[src/rtl/uart_tx_arbiter_if.sv]
// Bundle of signals between the byte sources, the arbiter and the uart_tx pins.
//   req/req_data/req_last : per-source request, byte and end-of-burst flag (packed)
//   req_ack               : per-source 1-cycle accept pulse
//   tx_start/tx_data      : start pulse and byte towards uart_tx
//   tx_busy               : busy flag from uart_tx
//   active_id/locked      : current or last grant, burst lock status
//   timeout_err           : tx_busy never rose after a start
// The slave modport is the arbiter's side; master is the client/uart side.
interface uart_tx_arbiter_if #(
  parameter int NUM_REQ = 4
);
  localparam int IDW = $clog2(NUM_REQ);

  logic [NUM_REQ-1:0]   req;
  logic [NUM_REQ*8-1:0] req_data;
  logic [NUM_REQ-1:0]   req_last;
  logic [NUM_REQ-1:0]   req_ack;
  logic                 tx_start;
  logic [7:0]           tx_data;
  logic                 tx_busy;
  logic [IDW-1:0]       active_id;
  logic                 locked;
  logic                 timeout_err;

  modport slave (
    input  req, req_data, req_last, tx_busy,
    output req_ack, tx_start, tx_data, active_id, locked, timeout_err
  );

  modport master (
    output req, req_data, req_last, tx_busy,
    input  req_ack, tx_start, tx_data, active_id, locked, timeout_err
  );
endinterface

[src/rtl/uart_tx_arbiter.sv]
// Round-robin arbiter sharing one uart_tx between NUM_REQ byte sources, with
// burst locking so a multi-byte packet from one source is never interleaved.
// Each byte is sequenced as: issue start, wait for busy to rise, wait for busy
// to fall. All outputs are registered.
//   clk : system clock, rising edge
//   rst : asynchronous active-high reset
//   bus : uart_tx_arbiter_if slave side (requests, acks, uart_tx pins, status)
//
// state     | meaning
// ----------+-----------------------------------------------------------
// IDLE      | arbitrating; blocked while tx_busy is high (external user)
// ISSUE     | one cycle: tx_start and req_ack are being presented
// WAIT_BUSY | waiting for uart_tx to raise tx_busy, with timeout
// WAIT_DONE | byte in flight; waiting for tx_busy to drop
module uart_tx_arbiter #(
  parameter int NUM_REQ      = 4,
  parameter int BUSY_TIMEOUT = 15
) (
  input  logic            clk,
  input  logic            rst,
  uart_tx_arbiter_if.slave bus
);
  localparam int IDW = $clog2(NUM_REQ);
  localparam int CW  = $clog2(BUSY_TIMEOUT + 1);

  typedef enum logic [1:0] {IDLE, ISSUE, WAIT_BUSY, WAIT_DONE} state_t;

  state_t               state_q, state_d;
  logic [IDW-1:0]       rr_ptr_q, rr_ptr_d;
  logic [CW-1:0]        cnt_q, cnt_d;
  logic                 last_q, last_d;
  logic                 tx_start_q, tx_start_d;
  logic [NUM_REQ-1:0]   req_ack_q, req_ack_d;
  logic [7:0]           tx_data_q, tx_data_d;
  logic [IDW-1:0]       active_id_q, active_id_d;
  logic                 locked_q, locked_d;
  logic                 timeout_err_q, timeout_err_d;

  logic [NUM_REQ-1:0]   owner_oh, win_oh, elig;
  logic [IDW:0]         cand_sum;
  logic [IDW-1:0]       win, nxt_ptr;
  logic                 found, grant, busy_to, byte_done;

  // Arbitration: scan from rr_ptr upward with wrap; a lock narrows the
  // candidate set to the owner, who must still be requesting.
  always_comb begin
    owner_oh              = '0;
    owner_oh[active_id_q] = 1'b1;
    elig     = locked_q ? (bus.req & owner_oh) : bus.req;
    found    = 1'b0;
    win      = '0;
    cand_sum = '0;
    for (int k = 0; k < NUM_REQ; k++) begin
      cand_sum = {1'b0, rr_ptr_q} + (IDW+1)'(k);
      if (cand_sum >= (IDW+1)'(NUM_REQ)) cand_sum = cand_sum - (IDW+1)'(NUM_REQ);
      if (!found && elig[cand_sum[IDW-1:0]]) begin
        found = 1'b1;
        win   = cand_sum[IDW-1:0];
      end
    end
    win_oh      = '0;
    win_oh[win] = 1'b1;
    nxt_ptr   = (active_id_q == IDW'(NUM_REQ - 1)) ? '0 : active_id_q + 1'b1;
    grant     = (state_q == IDLE) && !bus.tx_busy && found;
    busy_to   = (state_q == WAIT_BUSY) && !bus.tx_busy && (cnt_q == '0);
    byte_done = (state_q == WAIT_DONE) && !bus.tx_busy;
  end

  always_ff @(posedge clk or posedge rst) begin
    if (rst) begin
      state_q       <= IDLE;
      rr_ptr_q      <= '0;
      cnt_q         <= '0;
      last_q        <= 1'b0;
      tx_start_q    <= 1'b0;
      req_ack_q     <= '0;
      tx_data_q     <= '0;
      active_id_q   <= '0;
      locked_q      <= 1'b0;
      timeout_err_q <= 1'b0;
    end else begin
      state_q       <= state_d;
      rr_ptr_q      <= rr_ptr_d;
      cnt_q         <= cnt_d;
      last_q        <= last_d;
      tx_start_q    <= tx_start_d;
      req_ack_q     <= req_ack_d;
      tx_data_q     <= tx_data_d;
      active_id_q   <= active_id_d;
      locked_q      <= locked_d;
      timeout_err_q <= timeout_err_d;
    end
  end

  // Next state. The busy wait is a down-counter loaded in ISSUE so that
  // terminal count is reached after BUSY_TIMEOUT sampled cycles of WAIT_BUSY.
  always_comb begin
    state_d  = state_q;
    rr_ptr_d = rr_ptr_q;
    cnt_d    = cnt_q;
    last_d   = last_q;
    unique case (state_q)
      IDLE: begin
        if (grant) begin
          state_d = ISSUE;
          last_d  = bus.req_last[win];
        end
      end
      ISSUE: begin
        state_d = WAIT_BUSY;
        cnt_d   = CW'(BUSY_TIMEOUT - 1);
      end
      WAIT_BUSY: begin
        if (bus.tx_busy) begin
          state_d = WAIT_DONE;
        end else if (busy_to) begin
          state_d  = IDLE;
          rr_ptr_d = nxt_ptr;
        end else begin
          cnt_d = cnt_q - 1'b1;
        end
      end
      WAIT_DONE: begin
        if (byte_done) begin
          state_d = IDLE;
          if (last_q) rr_ptr_d = nxt_ptr;
        end
      end
      default: state_d = IDLE;
    endcase
  end

  // Output register inputs; tx_data and active_id hold until the next grant.
  always_comb begin
    tx_start_d    = grant;
    req_ack_d     = grant ? win_oh : '0;
    tx_data_d     = grant ? bus.req_data[{win, 3'b000} +: 8] : tx_data_q;
    active_id_d   = grant ? win : active_id_q;
    timeout_err_d = busy_to;
    locked_d      = locked_q;
    if (busy_to)   locked_d = 1'b0;
    if (byte_done) locked_d = !last_q;
  end

  assign bus.req_ack     = req_ack_q;
  assign bus.tx_start    = tx_start_q;
  assign bus.tx_data     = tx_data_q;
  assign bus.active_id   = active_id_q;
  assign bus.locked      = locked_q;
  assign bus.timeout_err = timeout_err_q;
endmodule
[src/flat_wrapper.sv]
// flat-port wrapper written by rule: the top's interface ports become plain ports
module uart_tx_arbiter_flat 
#(
  parameter int NUM_REQ      = 4,
  parameter int BUSY_TIMEOUT = 15
)
  (clk, rst, bus_req, bus_req_data, bus_req_last, bus_tx_busy, bus_req_ack, bus_tx_start, bus_tx_data, bus_active_id, bus_locked, bus_timeout_err);
  uart_tx_arbiter_if #(.NUM_REQ(NUM_REQ)) bus_i ();
  input  logic clk;
  input  logic rst;
  input wire logic [$bits(bus_i.req)-1:0] bus_req;
  input wire logic [$bits(bus_i.req_data)-1:0] bus_req_data;
  input wire logic [$bits(bus_i.req_last)-1:0] bus_req_last;
  input wire logic [$bits(bus_i.tx_busy)-1:0] bus_tx_busy;
  output wire logic [$bits(bus_i.req_ack)-1:0] bus_req_ack;
  output wire logic [$bits(bus_i.tx_start)-1:0] bus_tx_start;
  output wire logic [$bits(bus_i.tx_data)-1:0] bus_tx_data;
  output wire logic [$bits(bus_i.active_id)-1:0] bus_active_id;
  output wire logic [$bits(bus_i.locked)-1:0] bus_locked;
  output wire logic [$bits(bus_i.timeout_err)-1:0] bus_timeout_err;
  assign bus_i.req = bus_req;
  assign bus_i.req_data = bus_req_data;
  assign bus_i.req_last = bus_req_last;
  assign bus_i.tx_busy = bus_tx_busy;
  assign bus_req_ack = bus_i.req_ack;
  assign bus_tx_start = bus_i.tx_start;
  assign bus_tx_data = bus_i.tx_data;
  assign bus_active_id = bus_i.active_id;
  assign bus_locked = bus_i.locked;
  assign bus_timeout_err = bus_i.timeout_err;
  uart_tx_arbiter #(.NUM_REQ(NUM_REQ), .BUSY_TIMEOUT(BUSY_TIMEOUT)) u_core (.clk(clk), .rst(rst), .bus(bus_i));
endmodule
[config.mk]
export PLATFORM = sky130hd
export DESIGN_NAME = uart_tx_arbiter_flat
export DESIGN_NICKNAME = d
export VERILOG_FILES = /design/src/rtl/uart_tx_arbiter_if.sv /design/src/rtl/uart_tx_arbiter.sv /design/src/flat_wrapper.sv
export SDC_FILE = /design/constraint.sdc
export NUM_CORES = 1
export LEC_CHECK = 0
export CORE_AREA = 2 2 71 73
export DETAILED_ROUTE_END_ITERATION = 8
export DIE_AREA = 0 0 73 75
export HOLD_SLACK_MARGIN = 0.03
export SYNTH_ARGS = -nofsm -noshare
export SYNTH_HDL_FRONTEND = slang
export SYNTH_SLANG_ARGS = --single-unit
[constraint.sdc]
create_clock -name clk -period 4.5 [get_ports clk]
set_clock_uncertainty 0.2 [all_clocks]
set_input_delay 1.125 -clock clk [delete_from_list [all_inputs] [get_ports clk]]
set_output_delay 1.125 -clock clk [all_outputs]
set_load 0.02 [all_outputs]
* Word-level counts from Yosys, hierarchy flattened *
Cells that the tools add are included.

storage, ports and cells
  flip-flop bits (word level) = 26

cells by class
  add/sub/neg operators = 9
  order comparisons = 12
  equality and inequality tests = 11
  shift-type cells = 1
  mux-type cells = 44
  bitwise gates (word level) = 1
  reduce and logical (&&, ||, !) cells = 24

operators with widths
  kind                   number
  $mux W2                17
  $shiftx A32 B6 Y8      1
  $lt A2 B3 Y1 const B   6
  $mux W4                4
  $mux W1                13
  $bmux W1 S2            5
  $logic_and A1 B1 Y1    10
  $ge A3 B3 Y1 const B   3
  $ne A2 B1 Y1 const B   4
  $pmux W2 S4            1
  $pmux W4 S2            1
  $sub A2 B1 Y2 const B  4
  $add A2 B2 Y3 const B  2
  $eq A2 B2 Y1 const B   3
  $reduce_and A3 Y1      2
  $reduce_bool A2 Y1     3
  $logic_not A1 Y1       5
  $reduce_and A5 Y1      1
  $and A4 B4 Y4          1
  $demux W1 S2           2
  $ge A2 B1 Y1 const B   2
  $logic_not A4 Y1       1
  $ne A2 B2 Y1 const B   2
  $pmux W2 S2            1
  other kinds (8)        8

* Longest topological paths before layout *
  depth after elaboration = 23
  depth in mapped cells = 10
  mapped depth without buffers = 8

* Worst setup path after synthesis *
Ideal clock, no wire load.

  path kind = input-to-reg
  start = input port bus_req[3]
  end = register u_core.tx_data_q[3] (netlist: u_core.bus.tx_data[3])
  setup time = 0.125 ns
  arrival time = 2.251 ns
  data required time = 4.175 ns
  slack = 1.924 ns
  stages = 7
  buffers on the path = 2
  path through = a22oi_1 > o21a_1 > nand3_1 > and3b_1 > buf_4 > buf_2 > mux2_2

between the ends
  cells in the longest elaborated chain, start to end = 15
  elaborated cells on any way between the ends = 26

RTL lines
  item                           line                   source
  start: declaration             flat_wrapper.sv:11     input wire logic [$bits(bus_i.req)-1:0] bus_req;
  $and A4 B4 Y4                  uart_tx_arbiter.sv:49  elig = locked_q ? (bus.req & owner_oh) : bus.req;
  $mux W4 (*)                    uart_tx_arbiter.sv:49
  $bmux W1 S2                    uart_tx_arbiter.sv:56  if (!found && elig[cand_sum[IDW-1:0]]) begin
  $mux W1 (implied by the code)  uart_tx_arbiter.sv:56
  $mux W1                        uart_tx_arbiter.sv:56
  $logic_not A1 Y1               uart_tx_arbiter.sv:56
  $logic_and A1 B1 Y1            uart_tx_arbiter.sv:56
  $mux W1                        uart_tx_arbiter.sv:56
  $logic_not A1 Y1               uart_tx_arbiter.sv:56
  $logic_and A1 B1 Y1            uart_tx_arbiter.sv:56
  $mux W1                        uart_tx_arbiter.sv:56
  $logic_not A1 Y1               uart_tx_arbiter.sv:56
  $logic_and A1 B1 Y1            uart_tx_arbiter.sv:56
  $mux W1 (*)                    uart_tx_arbiter.sv:56
  $logic_and A1 B1 Y1 (*)        uart_tx_arbiter.sv:64  grant = (state_q == IDLE) && !bus.tx_busy && found;
  via u_core.grant               uart_tx_arbiter.sv:42  logic found, grant, busy_to, byte_done;
  end signal: assignment         uart_tx_arbiter.sv:88  tx_data_q <= tx_data_d;
  end: declaration               uart_tx_arbiter.sv:34  logic [7:0] tx_data_q, tx_data_d;

The timed path passes the listed nets; every way through them passes the cells marked *. The select of a mux whose other input is x is not followed.
A chain may end at the register's enable or synchronous reset.

* Final worst setup path *
  start = input port bus_req[3]
  end = register u_core.tx_data_q[6] (netlist: u_core.bus.tx_data[6])

between the ends
  cells in the longest elaborated chain, start to end = 15
  elaborated cells on any way between the ends = 26

RTL lines
  item                                                      line
  $and A4 B4 Y4                                             uart_tx_arbiter.sv:49
  $mux W4 (*)                                               uart_tx_arbiter.sv:49
  $bmux W1 S2                                               uart_tx_arbiter.sv:56
  $mux W1 (implied by the code)                             uart_tx_arbiter.sv:56
  $mux W1                                                   uart_tx_arbiter.sv:56
  $logic_not A1 Y1                                          uart_tx_arbiter.sv:56
  $logic_and A1 B1 Y1                                       uart_tx_arbiter.sv:56
  $mux W1                                                   uart_tx_arbiter.sv:56
  $logic_not A1 Y1                                          uart_tx_arbiter.sv:56
  $logic_and A1 B1 Y1                                       uart_tx_arbiter.sv:56
  $mux W1                                                   uart_tx_arbiter.sv:56
  $logic_not A1 Y1                                          uart_tx_arbiter.sv:56
  $logic_and A1 B1 Y1                                       uart_tx_arbiter.sv:56
  $mux W2 or $mux W1 (tied branches)                        uart_tx_arbiter.sv:56
  $shiftx A32 B6 Y8 or $logic_and A1 B1 Y1 (tied branches)  uart_tx_arbiter.sv:137, uart_tx_arbiter.sv:64

Mark *: on every way between the ends. The rest lies on a longest branch, timed or not. The select of a mux whose other input is x is not followed.

==> flow_metrics.tcl <==
set metrics [dict create \
    outcome "complete, no violations" \
    crit_fanout 21 \
    netSwitchingFraction_pct 38.9 \
    wl_per_cell_um 14.3 \
    synthMuxAreaShare_pct 24.8 \
    clockBufferDepth 2 \
    power_frac_clock_pct 14.0 \
    synth-simple-area-share_pct 12.3 \
    cts_buffers 3 \
    async_flop_share_pct 100 \
    drive_gt1_share_pct 8.91 \
    cts_resized 0 \
    synth_top_area_share_pct 41.2 \
    start_kind "input pin" \
    gp_congestion 0.827 \
    drt_iter0_markers 61 \
    tns_ns 0 \
    p_per_area_nw_per_um2 612 \
    critPathKind "input pin to flop" \
    ios 60 \
    multi_input_area_um2 832 \
    comb_power_share_pct 56.5 \
    p_sw_mw 0.538 \
    areaGrowthSynthToFinish_pct 43.2 \
    grt_max_degree 27 \
    fin_nets 252 \
    synthCells 143 \
    ctsHoldBuffers 0 \
    design_area_um2 2260 \
    place_area_um2 2190 \
    worstMarginPinSlew_ns 1.01 \
    maxCapViolCount 0 \
    cts_tree "built" \
    hold_class "flop to flop" \
    port_buffers 59 \
    max_freq_mhz 312 \
    post_cts_buffers 0 \
    grt_util_all_layers_pct 14.0 \
    cp.required_ns 4.46 \
    grt_pass1_vias 1316 \
    routed_wl_mm 3.65 \
    synth_top_family_by_area "multiplexers" \
    viasPerCell 5.01 \
    final-seq-area_um2 651 \
    p_int_mw 0.845 \
    synth_compound_area_share_pct 9.75 \
    clkTransAtPathRegs_ns 0.09 \
    core_um2 4660 \
    pre_cts_ws_ns 1.00 \
    cp.arrival_ns 3.17 \
    synthAdderAreaFrac_pct 4.75 \
    peakVddDrop_v 0.000264 \
    diodes 0 \
    fin_crit_ns 3.20 \
    grt_pass1_wl_mm 5.95 \
    max_slew_margin_pct 32.6 \
    start_util_pct 33.9 \
    worstSkewPairLatency_ns 0.27 \
    ys_seq_area_share_pct 41.2 \
    cts_root_buf "clkbuf_8" \
    grt_overflow 0 \
    drtAntennaViolNets 0 \
    yosysTopAreaCell "dfrtp_1" \
    avgSynthCellArea_um2 11.0 \
    post-route-period-util_pct 71.1 \
    syn_area_um2 1580 \
    synthDistinctLibCells 35 \
    cts-htree-levels 1 \
    drtPass1Iterations 4 \
    ys_warn_count 0 \
    num_rows 25 \
    endpoint_kind "flop" \
    synth_area_leaders "dfrtp_1 41%, mux2i_1 18%, mux2_2 6.4%, ha_1 4.8%, inv_1 2.6%" \
    drc 0 \
    setup_slack_ns 1.30 \
    rsz0062_at_grt "no" \
    seqPwrFrac_pct 29.5 \
    leakagePower_nw 1.04 \
    num_vias 1283 \
    hpwl_mm 2.84 \
    synth_edf_count 0 \
    syn_nets 192 \
    die-area_um2 5480 \
    hold_violations 0 \
    ys.flop_type "dfrtp_1" \
    synth_xor_area_share_pct 1.11 \
    finalSetupViolCount 0 \
    slew_viol_final 0 \
    clock-sinks 26 \
    die_y_um 75 \
    dieWidth_um 73 \
    ys_ff_latch 26 \
    antenna_found_initial 0 \
    nFillCells 432 \
]
## critical path, cell delays in order
cell             delay (ns)
clkdlybuf4s50_1        0.50
o221a_4                0.31
o21bai_4               0.58
mux2i_1                0.26
mux2i_1                0.11
mux2_2                 0.28
## per-stage QoR
step,hold WS (ns),utilization (%),power (mW),std cells
2_1_floorplan,0.283,-,0.990,143
6_report,0.314,48.5,1.38,256
4_1_cts,0.323,48.5,1.40,256
3_5_place_dp,0.299,47.0,1.20,252
3_3_place_gp,0.292,47.0,1.18,252
5_1_grt,0.339,48.5,1.49,256
## Yosys cell counts, types with 2 or more instances
library cell	instances
nand2b_1	5
and3_1	3
nor2_1	7
nand2_1	11
o21ai_0	6
mux2_2	9
nor2b_1	2
nand3_1	3
dfrtp_1	26
xnor2_1	2
mux2i_1	29
ha_1	6
inv_1	11
buf_6	2
## flip-flops by register name (all words and copies together) (netlist names)
| signal | cells |
|---|---|
| u_core.last_q | 1 |
| u_core.bus.timeout_err | 1 |
| u_core.bus.active_id | 2 |
| u_core.cnt_q | 4 |
| u_core.bus.tx_data | 8 |
| u_core.bus.locked | 1 |
| u_core.rr_ptr_q | 2 |
| u_core.state_q | 2 |
| u_core.bus.tx_start | 1 |
| u_core.bus.req_ack | 4 |
## placed cells by master, fill, tap and decap left out, types with 2 or more instances in the layout
cell,n
o21ai_0,6
mux2_2,9
nand3_1,3
dfrtp_1,26
nor2b_1,2
clkbuf_8,3
nand2b_1,5
clkdlybuf4s50_1,59
xnor2_1,2
ha_1,6
inv_1,11
nand2_1,11
mux2i_1,29
nor2_1,7
and3_1,3
## cell type report
| cell class | instances | area share [%] |
|---|---|---|
| Clock inverter | 1 | 1.33 |
| Tap cell | 54 | 2.99 |
| Inverter | 11 | 1.83 |
| Timing Repair Buffer | 60 | 26.5 |
| Sequential cell | 26 | 28.8 |
| Multi-Input combinational cell | 101 | 36.8 |
| Clock buffer | 3 | 1.83 |
## final timing paths
check	cells after the start	slack [ns]	from	to
min in group asynchronous	2	1.18	rst	u_core.bus.tx_data[4]$_DFFE_PP0P_
max reg2reg	8	1.89	u_core.bus.active_id[0]$_DFFE_PP0P_	u_core.bus.tx_data[6]$_DFFE_PP0P_
max in group asynchronous	2	2.30	rst	u_core.bus.locked$_DFFE_PP0P_
min reg2reg	1	0.31	u_core.bus.tx_data[4]$_DFFE_PP0P_	u_core.bus.tx_data[4]$_DFFE_PP0P_
min	1	0.31	u_core.bus.tx_data[4]$_DFFE_PP0P_	u_core.bus.tx_data[4]$_DFFE_PP0P_
max	6	1.30	bus_req[3]	u_core.bus.tx_data[6]$_DFFE_PP0P_
## kinds of logic after synthesis
| kind of cell | count (synthesis) |
|---|---|
| mux | 38 |
| simple gates | 37 |
| flops | 26 |
| compound gates | 18 |
| buf+inv | 16 |
| fa+ha+maj | 6 |
| xor+xnor | 2 |
## power by group through the flow
stage / clock, mW / combinational, mW / sequential (mW)
after global routing: 0.211 / 0.852 / 0.424
after floorplan: 0 / 0.520 / 0.470
final: 0.194 / 0.781 / 0.408
after CTS: 0.202 / 0.793 / 0.408
after global placement: 0 / 0.771 / 0.408
after detailed placement: 0 / 0.791 / 0.412
## routing by layer
metal | track usage (%) | up-vias | part of all wire (%)
met5 | 0 | - | 0
met4 | 5.35 | 0 | 1.4
met3 | 2.28 | 4 | 5.0
met2 | 23.8 | 45 | 51
met1 | 17.8 | 611 | 42
li1 | - | 623 | -
Power figures use the tool's default switching activity.
